File: config.mk
export PLATFORM = sky130hd
export DESIGN_NAME = seg_scan_scheduler
export DESIGN_NICKNAME = d
export VERILOG_FILES = /design/src/rtl/seg_disp_pkg.sv /design/src/rtl/seg_load_buffer.sv /design/src/rtl/seg_scan_scheduler.sv
export SDC_FILE = /design/constraint.sdc
export NUM_CORES = 1
export LEC_CHECK = 0
export ABC_AREA = 1
export CAP_MARGIN = 10
export CORE_AREA = 4 4 112 114
export DETAILED_ROUTE_END_ITERATION = 6
export DIE_AREA = 0 0 116 118
export GPL_TIMING_DRIVEN = 0
export SETUP_SLACK_MARGIN = 0.15
export SLEW_MARGIN = 20
export SYNTH_ARGS = -nofsm -noshare
export SYNTH_HDL_FRONTEND = slang
export SYNTH_HIERARCHICAL = 1
export SYNTH_SLANG_ARGS = --single-unit
File: constraint.sdc
create_clock -name clk -period 3.55 [get_ports clk]
set_clock_uncertainty 0.05 [all_clocks]
set_input_delay 0.71 -clock clk [delete_from_list [all_inputs] [get_ports clk]]
set_output_delay 0.71 -clock clk [all_outputs]
set_load 0.02 [all_outputs]
File: src/rtl/seg_disp_pkg.sv
// rtl/seg_disp_pkg.sv - shared constants, FSM encoding and digit helpers for the 7-segment scanner
//
// Purpose: anode patterns, scan FSM state type, BCD digit width, and small
// helpers for digit extraction and leading-zero blanking.
// Ports: none (package).

package seg_disp_pkg;

  localparam int BCD_W = 4;

  localparam logic [3:0] ANODE_OFF  = 4'b1111;
  localparam logic [3:0] ANODE_DIG0 = 4'b1110;
  localparam logic [3:0] ANODE_DIG1 = 4'b1101;
  localparam logic [3:0] ANODE_DIG2 = 4'b1011;
  localparam logic [3:0] ANODE_DIG3 = 4'b0111;

  typedef enum logic [1:0] {
    ST_IDLE  = 2'd0,
    ST_BLANK = 2'd1,
    ST_ON    = 2'd2
  } scan_state_t;

  function automatic logic [3:0] anode_pattern(input logic [1:0] idx);
    case (idx)
      2'd0:    return ANODE_DIG0;
      2'd1:    return ANODE_DIG1;
      2'd2:    return ANODE_DIG2;
      default: return ANODE_DIG3;
    endcase
  endfunction

  function automatic logic [BCD_W-1:0] digit_of(input logic [15:0] word, input logic [1:0] idx);
    case (idx)
      2'd0:    return word[3:0];
      2'd1:    return word[7:4];
      2'd2:    return word[11:8];
      default: return word[15:12];
    endcase
  endfunction

  // A digit is blanked when it and every more-significant digit are zero;
  // digit0 is always shown so a zero word still displays "0".
  function automatic logic digit_blanked(input logic [15:0] word, input logic [1:0] idx,
                                         input logic lz_en);
    logic z3, z2, z1;
    z3 = (word[15:12] == 4'd0);
    z2 = (word[11:8] == 4'd0);
    z1 = (word[7:4] == 4'd0);
    case (idx)
      2'd3:    return lz_en && z3;
      2'd2:    return lz_en && z3 && z2;
      2'd1:    return lz_en && z3 && z2 && z1;
      default: return 1'b0;
    endcase
  endfunction

endpackage

File: src/rtl/seg_load_buffer.sv
// rtl/seg_load_buffer.sv - valid/ready shadow buffer feeding the active display word
//
// Purpose: holds one pending display word and moves it into the active word
// on commit (frame boundary) or flush (display disabled).
// Ports:
//   clk, rst_n              clock, synchronous active-low reset
//   load_valid, load_data   incoming word, accepted when load_ready is high
//   load_ready              high while no word is pending
//   commit                  frame boundary; pending word becomes active
//   flush                   display disabled; pending word becomes active
//   active_word             word currently being scanned
//   next_word               word that will be active after a commit this cycle

module seg_load_buffer (
  input  logic        clk,
  input  logic        rst_n,
  input  logic        load_valid,
  input  logic [15:0] load_data,
  output logic        load_ready,
  input  logic        commit,
  input  logic        flush,
  output logic [15:0] active_word,
  output logic [15:0] next_word
);

  logic [15:0] shadow_word;
  logic        pending;

  assign load_ready = ~pending;
  assign next_word  = pending ? shadow_word : active_word;

  // Commit only moves a word when one is pending, and a load is only taken
  // when nothing is pending, so the two branches never compete.
  always_ff @(posedge clk) begin
    if (!rst_n) begin
      active_word <= 16'd0;
      shadow_word <= 16'd0;
      pending     <= 1'b0;
    end else if ((commit || flush) && pending) begin
      active_word <= shadow_word;
      pending     <= 1'b0;
    end else if (load_valid && !pending) begin
      shadow_word <= load_data;
      pending     <= 1'b1;
    end
  end

endmodule

File: src/rtl/seg_scan_scheduler.sv
// rtl/seg_scan_scheduler.sv - 4-digit multiplexed 7-segment scan controller
//
// Purpose: scans a 16-bit BCD word over four active-low anodes with a
// dead-time guard before each digit, brightness duty, leading-zero blanking
// and tear-free word updates at frame boundaries.
// Ports:
//   clk, rst_n              clock, synchronous active-low reset
//   disp_en                 1 = scanning, 0 = display off
//   lz_en                   leading-zero blanking enable
//   brightness              duty level, 15 = full on
//   load_valid, load_data   new BCD word ([3:0] = digit0)
//   load_ready              new word can be accepted
//   seg_anode               active-low anode select
//   bcd_val                 BCD nibble of the current digit
//   frame_done              one-cycle pulse at the start of each new frame

module seg_scan_scheduler
  import seg_disp_pkg::*;
#(
  parameter int DWELL_W     = 10,
  parameter int DEAD_CYCLES = 16
) (
  input  logic             clk,
  input  logic             rst_n,
  input  logic             disp_en,
  input  logic             lz_en,
  input  logic [3:0]       brightness,
  input  logic             load_valid,
  input  logic [15:0]      load_data,
  output logic             load_ready,
  output logic [3:0]       seg_anode,
  output logic [BCD_W-1:0] bcd_val,
  output logic             frame_done
);

  localparam int DEAD_W = (DEAD_CYCLES > 1) ? $clog2(DEAD_CYCLES) : 1;
  localparam logic [DEAD_W-1:0]  DEAD_LAST  = DEAD_W'(DEAD_CYCLES - 1);
  localparam logic [DWELL_W-1:0] DWELL_LAST = '1;

  scan_state_t        state;
  logic [1:0]         idx;
  logic [DEAD_W-1:0]  dead_cnt;
  logic [DWELL_W-1:0] dwell_cnt;
  logic [3:0]         bri_q;

  logic [15:0]        active_word;
  logic [15:0]        next_word;
  logic               commit;
  logic               blanked;
  logic [DWELL_W-1:0] dwell_nxt;

  assign commit    = disp_en && (state == ST_ON) && (dwell_cnt == DWELL_LAST) && (idx == 2'd3);
  assign blanked   = digit_blanked(active_word, idx, lz_en);
  assign dwell_nxt = dwell_cnt + 1'b1;

  seg_load_buffer u_load_buffer (
    .clk         (clk),
    .rst_n       (rst_n),
    .load_valid  (load_valid),
    .load_data   (load_data),
    .load_ready  (load_ready),
    .commit      (commit),
    .flush       (~disp_en),
    .active_word (active_word),
    .next_word   (next_word)
  );

  // Anode is registered, so each branch computes the anode for the cycle
  // that follows; the duty test uses the top four bits of the dwell count.
  always_ff @(posedge clk) begin
    if (!rst_n) begin
      state      <= ST_IDLE;
      idx        <= 2'd0;
      dead_cnt   <= '0;
      dwell_cnt  <= '0;
      bri_q      <= 4'd0;
      seg_anode  <= ANODE_OFF;
      bcd_val    <= '0;
      frame_done <= 1'b0;
    end else if (!disp_en) begin
      state      <= ST_IDLE;
      idx        <= 2'd0;
      dead_cnt   <= '0;
      dwell_cnt  <= '0;
      seg_anode  <= ANODE_OFF;
      frame_done <= 1'b0;
    end else begin
      frame_done <= 1'b0;
      case (state)
        ST_IDLE: begin
          state     <= ST_BLANK;
          idx       <= 2'd0;
          dead_cnt  <= '0;
          bcd_val   <= digit_of(active_word, 2'd0);
          seg_anode <= ANODE_OFF;
        end
        ST_BLANK: begin
          if (dead_cnt == DEAD_LAST) begin
            state     <= ST_ON;
            dead_cnt  <= '0;
            dwell_cnt <= '0;
            bri_q     <= brightness;
            // Dwell count 0 is inside every duty window.
            seg_anode <= blanked ? ANODE_OFF : anode_pattern(idx);
          end else begin
            dead_cnt <= dead_cnt + 1'b1;
          end
        end
        ST_ON: begin
          if (dwell_cnt == DWELL_LAST) begin
            state      <= ST_BLANK;
            idx        <= idx + 2'd1;
            dwell_cnt  <= '0;
            seg_anode  <= ANODE_OFF;
            // On wrap, digit0 comes from the word being committed this edge.
            bcd_val    <= (idx == 2'd3) ? digit_of(next_word, 2'd0)
                                        : digit_of(active_word, idx + 2'd1);
            frame_done <= (idx == 2'd3);
          end else begin
            dwell_cnt <= dwell_nxt;
            seg_anode <= (!blanked && (dwell_nxt[DWELL_W-1 -: 4] <= bri_q))
                         ? anode_pattern(idx) : ANODE_OFF;
          end
        end
        default: state <= ST_IDLE;
      endcase
    end
  end

endmodule

==> metrics.yaml, run 1 <==
status: "finished, final reports clean"
number_of_cells_traversed_by_the_worst_hold_path: 2
tmin_final_ns: 2.32
cp-end-kind: "output pin"
register_clock_pin_slew_on_the_reported_worst_setup_and_hold_paths_ns: 0.05
dieWidth_um: 116
final_util_pct: 35.7
drc: 0
grt_start_max_net_pins: 13
insertion_delay_ns: 0.33
core_region_area_sq_um: 11400
die-height_um: 118
power.switching_fraction_pct: 23.9
arrival_ns: 1.56
cell_internal_pwr_mw: 1.36
mappedNetlistNets: 505
tightest_slew_ns: 0.474
power-per-cell-area_nw_per_um2: 437
antenna_cells_inserted: 0
drt-initial-drc-count: 68
cts.root.buffer_cell: "clkbuf_16"
startpoint_type: "flop"
layout.filler_cells: 1243
gp_congestion: 0.787
detailedPlacementHpwl_um: 5760
gr-usage-all-layers_pct: 11.3
route.vias.total: 2946
r2r_cells: 16
antenna_found_initial: 0
port_buffers: 34
combinationalPowerShare_pct: 8.8
fin_tns_setup_ns: 0
yosysWarnings: 6
postcts_resize_cnt: 0
drive_gt1_share_pct: 9.57
setup_violations: 0
cts.hold.buffers_added: 0
cts_buffer_depth: 2
finalPower_mw: 1.78
timing.fmax_mhz: 430
share_clk_of_total_power_pct: 48.4
period_share_pct: 65.5
postRouteWirelength_um: 7230
floorplan.initialDensity_pct: 28.6
maxSlewViolCount: 0
gr-total-overflow: 0
timing.critical_path.required_ns: 2.79
critical_path_class: "flop to output pin"
cells_after_synthesis: 462
fp-row-count: 39
design.portCount: 35
grt_pass1_vias: 2944
hold_viol: 0
power.net_switching_mw: 0.426
htree_levels: 3
min-delay-path-class: "flop to flop"
drv_cap: 0
die-area_sq_um: 13700
global_route_wire_length_before_repair_um: 12600
avgViaCountPerCell: 4.50
pwr-share-seq_pct: 42.8
cts_num_sinks: 64
maxSlewHeadroom_pct: 68.4
average_cell_area_after_synthesis_sq_um: 7.06
syn2layout_area_growth_pct: 25.0
cts_buffers: 9
postCtsSetupRepairBufs: 0
cts_tree: "built"
unrepaired_setup_endpoints_after_global_routing: "no"
drt_pass_1_iters: 4
route.detailed.wl_per_inst_um: 11.0
syn-cell-area_sq_um: 3260
worst-path-max-fanout: 5
final_net_count: 550
vdd_drop_max_mv: 0.370
p_leak_nw: 1.72
final_antenna_net_count: 0
[routing by layer]
layer	track usage [%]	wire, um
met1	12.1	3160
met2	20.6	3740
met3	3.19	183
met4	4.06	146
met5	0	0
[power groups by stage]
stage | combinational, mW | sequential, mW | clock, mW
finish | 0.157 | 0.762 | 0.863
global route | 0.178 | 0.765 | 0.920
CTS | 0.159 | 0.762 | 0.891
detailed placement | 0.158 | 0.778 | 0
global placement | 0.157 | 0.777 | 0
floorplan | 0.0970 | 0.775 | 0
[flip-flops by register name, summed over array words and instances, names as in the netlist]
signal and flops:
bri_q 4, u_load_buffer/shadow_word 16, u_load_buffer/pending 1, u_load_buffer/active_word 16, dwell_cnt 10, bcd_val 4, dead_cnt 4, seg_anode 4
frame_done 1, state 2, idx 2
[metrics by stage]
step	instance area (sq um)	setup slack, ns	std cells	hold WS (ns)
floorplan	3260	1.55	462	0.385
global placement	3780	0.988	639	0.407
detailed placement	3780	0.958	639	0.409
CTS	4080	1.21	655	0.417
global route	4080	0.974	655	0.430
finish	4080	1.23	655	0.412
[path summary, 6_finish.rpt]
check	start	to	slack, ns
hold / removal	bri_q[1]$_SDFFE_PN0P_	bri_q[1]$_SDFFE_PN0P_	0.41
setup / recovery	u_load_buffer/pending$_SDFFE_PP0P_	load_ready	1.23
setup reg to reg	dwell_cnt[1]$_SDFFE_PN0P_	seg_anode[3]$_SDFFE_PN1P_	1.26
hold reg to reg	bri_q[1]$_SDFFE_PN0P_	bri_q[1]$_SDFFE_PN0P_	0.41
[area by class of cell]
class	instances	area (sq um)	share of cell area (%)
Inverter	42	159	3.90
Buffer	16	97.6	2.39
Clock inverter	7	71.3	1.75
Sequential cell	64	1280	31.4
Clock buffer	9	225	5.52
Timing Repair Buffer	34	340	8.35
Tap cell	143	179	4.39
Multi-Input combinational cell	340	1720	42.3
[worst max-delay path, stage by stage (launching register included)]
cell	delay (ns)
dfxtp_1	0.31
inv_2	0.07
buf_6	0.11
buf_2	0.14
clkdlybuf4s50_1	0.61
[cell usage in the layout (no fill, tap or decap), drive strengths merged, types with 4 or more instances in the layout]
cell type / instances
clkbuf: 12
inv: 42
nor2: 70
o21ai: 39
nor3: 5
clkdlybuf4s50: 34
dfxtp: 64
a21oi: 31
a21boi: 4
buf: 13
nand3: 42
ha: 18
nand2: 118
(Power assumes the default switching activity.)
==> inputs of run 2 (changes only) <==
clock period = 1.9 ns   (was 3.55 ns; I/O delays follow)
==> metrics.yaml, run 2 (same netlist as run 1, synthesis figures left out) <==
syn2layout_area_growth_pct: 36.9  # was 25.0%
violations: "setup timing"
timing.critical_path.required_ns: 2.07  # was 2.79 ns
timing.fmax_mhz: 476
share_clk_of_total_power_pct: 52.3  # was 48.4%
fin_tns_setup_ns: -0.745  # was 0 ns
die-area_sq_um: 13700  # unchanged
gr-total-overflow: 0  # unchanged
arrival_ns: 2.26  # was 1.56 ns
cts_tree: "built"  # unchanged
antenna_found_initial: 0  # unchanged
regArea_sq_um: 1300  # was 1280 sq um
final_util_pct: 39.1  # was 35.7%
worst-path-max-fanout: 3  # was 5
vdd_drop_max_mv: 0.452  # was 0.370 mV
detailedPlacementHpwl_um: 5810  # was 5760 um
largest_registers: "u_load_buffer/active_word (16), u_load_buffer/shadow_word (16), dwell_cnt (10)"  # unchanged
hold_viol: 0  # unchanged
min-delay-path-class: "flop to flop"  # unchanged
register_clock_pin_slew_on_the_reported_worst_setup_and_hold_paths_ns: 0.05  # about the same
cts.root.buffer_cell: "clkbuf_16"  # unchanged
number_of_cells_traversed_by_the_worst_hold_path: 2  # unchanged
layout.filler_cells: 1202  # was 1,243
global_route_wire_length_before_repair_um: 13100  # was 12,600 um
postRouteWirelength_um: 7840  # was 7230 um
die-height_um: 118  # unchanged
avgViaCountPerCell: 4.56  # was 4.50
stdcell_area_sq_um: 4460  # was 4080 sq um
tmin_final_ns: 2.10
insertion_delay_ns: 0.32  # was 0.33 ns
drc: 0  # unchanged
antenna_cells_inserted: 0  # unchanged
core_region_area_sq_um: 11400  # unchanged
cts_buffers: 9  # unchanged
hold_ws_ns: 0.416  # was 0.412 ns
drive_gt1_share_pct: 21.7  # was 9.57%
cts_buffer_depth: 2  # unchanged
final_net_count: 564  # was 550
grt_start_max_net_pins: 12  # was 13
maxSlewHeadroom_pct: 67.5  # was 68.4%
floorplan.initialDensity_pct: 28.6  # unchanged
drv_cap: 0  # unchanged
grt_pass1_vias: 2983  # was 2,944
combinationalPowerShare_pct: 8.8  # about the same
route.detailed.wl_per_inst_um: 11.7  # was 11.0 um
drt_pass_1_iters: 4  # unchanged
status: "finished with violations"  # was finished, final reports clean
unrepaired_setup_endpoints_after_global_routing: "yes"  # was no
commonest_cells_after_routing_fill_and_taps_aside: "105 x nand2_1, 59 x nor2_1, 54 x dfxtp_1, 37 x o21ai_0, 33 x inv_1"  # was 113 x nand2_1, 65 x nor2_1, 64 x dfxtp_1, 41 x nand3_1, 38 x inv_1
placed_area_sq_um: 3800  # was 3780 sq um
grt.met1_usage_pct: 13.4  # was 12.1%
tightest_slew_ns: 0.488  # was 0.474 ns
power-per-cell-area_nw_per_um2: 819  # was 437 nW/um^2
p_leak_nw: 1.87  # was 1.72 nW
drt-initial-drc-count: 81  # was 68
pwr-share-seq_pct: 38.9  # was 42.8%
cts_num_sinks: 64  # unchanged
gp_congestion: 0.800  # was 0.787
port_buffers: 34  # unchanged
critical_path_class: "flop to flop"  # was flop to output pin
final_antenna_net_count: 0  # unchanged
fp-row-count: 39  # unchanged
layout.cells.most_common: "nand2_1"  # unchanged
power.net_switching_mw: 0.808  # was 0.426 mW
ff2ff_setup_slack_ns: -0.20  # was 1.26 ns
layoutNonFillerInstCount: 669  # was 655
design.portCount: 35  # unchanged
cell_internal_pwr_mw: 2.85  # was 1.36 mW
power.switching_fraction_pct: 22.1  # was 23.9%
placed_cells_incl_taps: 639  # unchanged
htree_levels: 3  # unchanged
startpoint_type: "flop"  # unchanged
gr-usage-all-layers_pct: 11.7  # was 11.3%
period_share_pct: 110
multi_input_area_sq_um: 1910  # was 1720 sq um
setup_violations: 4  # was 0
post-route-worst-setup-slack_ns: -0.199  # was 1.23 ns
use_met2_pct: 20.8  # was 20.6%
maxSlewViolCount: 0  # unchanged
dieWidth_um: 116  # unchanged
route.vias.total: 3051  # was 2,946
gr-max-usage-layer: "met2"  # unchanged
r2r_cells: 14  # was 16
global_route.usage.met3_pct: 3.19  # unchanged
cp-end-kind: "flop"  # was output pin
cts.hold.buffers_added: 0  # unchanged
-- run 2: stage by stage --
step | power (mW) | setup WS, ns
after floorplan | 1.63 | -0.0577
after global placement | 1.74 | -0.337
after detailed placement | 1.75 | -0.367
after CTS | 3.69 | -0.241
after global routing | 3.80 | -0.340
final | 3.66 | -0.199
-- run 2: worst paths after layout --
kind / startpoint / end
setup reg to reg: dwell_cnt[4]$_SDFFE_PN0P_ / seg_anode[2]$_SDFFE_PN1P_
hold reg to reg: u_load_buffer/shadow_word[13]$_SDFFE_PN0P_ / u_load_buffer/active_word[13]$_SDFFE_PN0P_
hold / removal: u_load_buffer/shadow_word[13]$_SDFFE_PN0P_ / u_load_buffer/active_word[13]$_SDFFE_PN0P_
setup / recovery: dwell_cnt[4]$_SDFFE_PN0P_ / seg_anode[2]$_SDFFE_PN1P_
-- run 2: worst max-delay path, stage by stage (launching register included) --
cell	delay (ns)
dfxtp_2	0.35
nand2_2	0.08
nor3_2	0.20
nand3_2	0.13
xnor2_2	0.17
ha_1	0.33
nand2_2	0.09
o21bai_1	0.11
nand2_1	0.07
nand2_1	0.07
nand3_2	0.10
inv_2	0.09
nand2_1	0.05
nand2_1	0.06
nand2_1	0.05
-- run 2: repair_timing --
| action | CTS | global route |
|---|---|---|
| endpoints found under the setup margin | 29 | 50 |
| resized for setup | 24 | 42 |
| pin swaps | 12 | 15 |
| cloned | 1 | 0 |
| setup buffers | 11 | 2 |
-- run 2: power groups by stage --
stage / registers [mW] / clock network (mW) / logic, mW
after floorplan: 1.45 / 0 / 0.181
after global placement: 1.45 / 0 / 0.293
after detailed placement: 1.45 / 0 / 0.296
after CTS: 1.42 / 1.95 / 0.314
after global routing: 1.43 / 2.01 / 0.360
final: 1.42 / 1.91 / 0.321
-- run 2: per-layer routing --
metal  wire length, um  share of wire (%)
met5                 0                  0
met2              4090                 52
met3               236                3.0
met1              3370                 43
met4               142                1.8
-- run 2: area by class of cell --
type                            count  share of cell area (%)
Multi-Input combinational cell    340                    42.7
Timing Repair Buffer               48                    10.4
Tap cell                          143                    4.01
Buffer                             16                    2.44
Sequential cell                    64                    29.1
Clock inverter                      5                    2.33
Inverter                           42                    3.56
Clock buffer                       11                    5.44
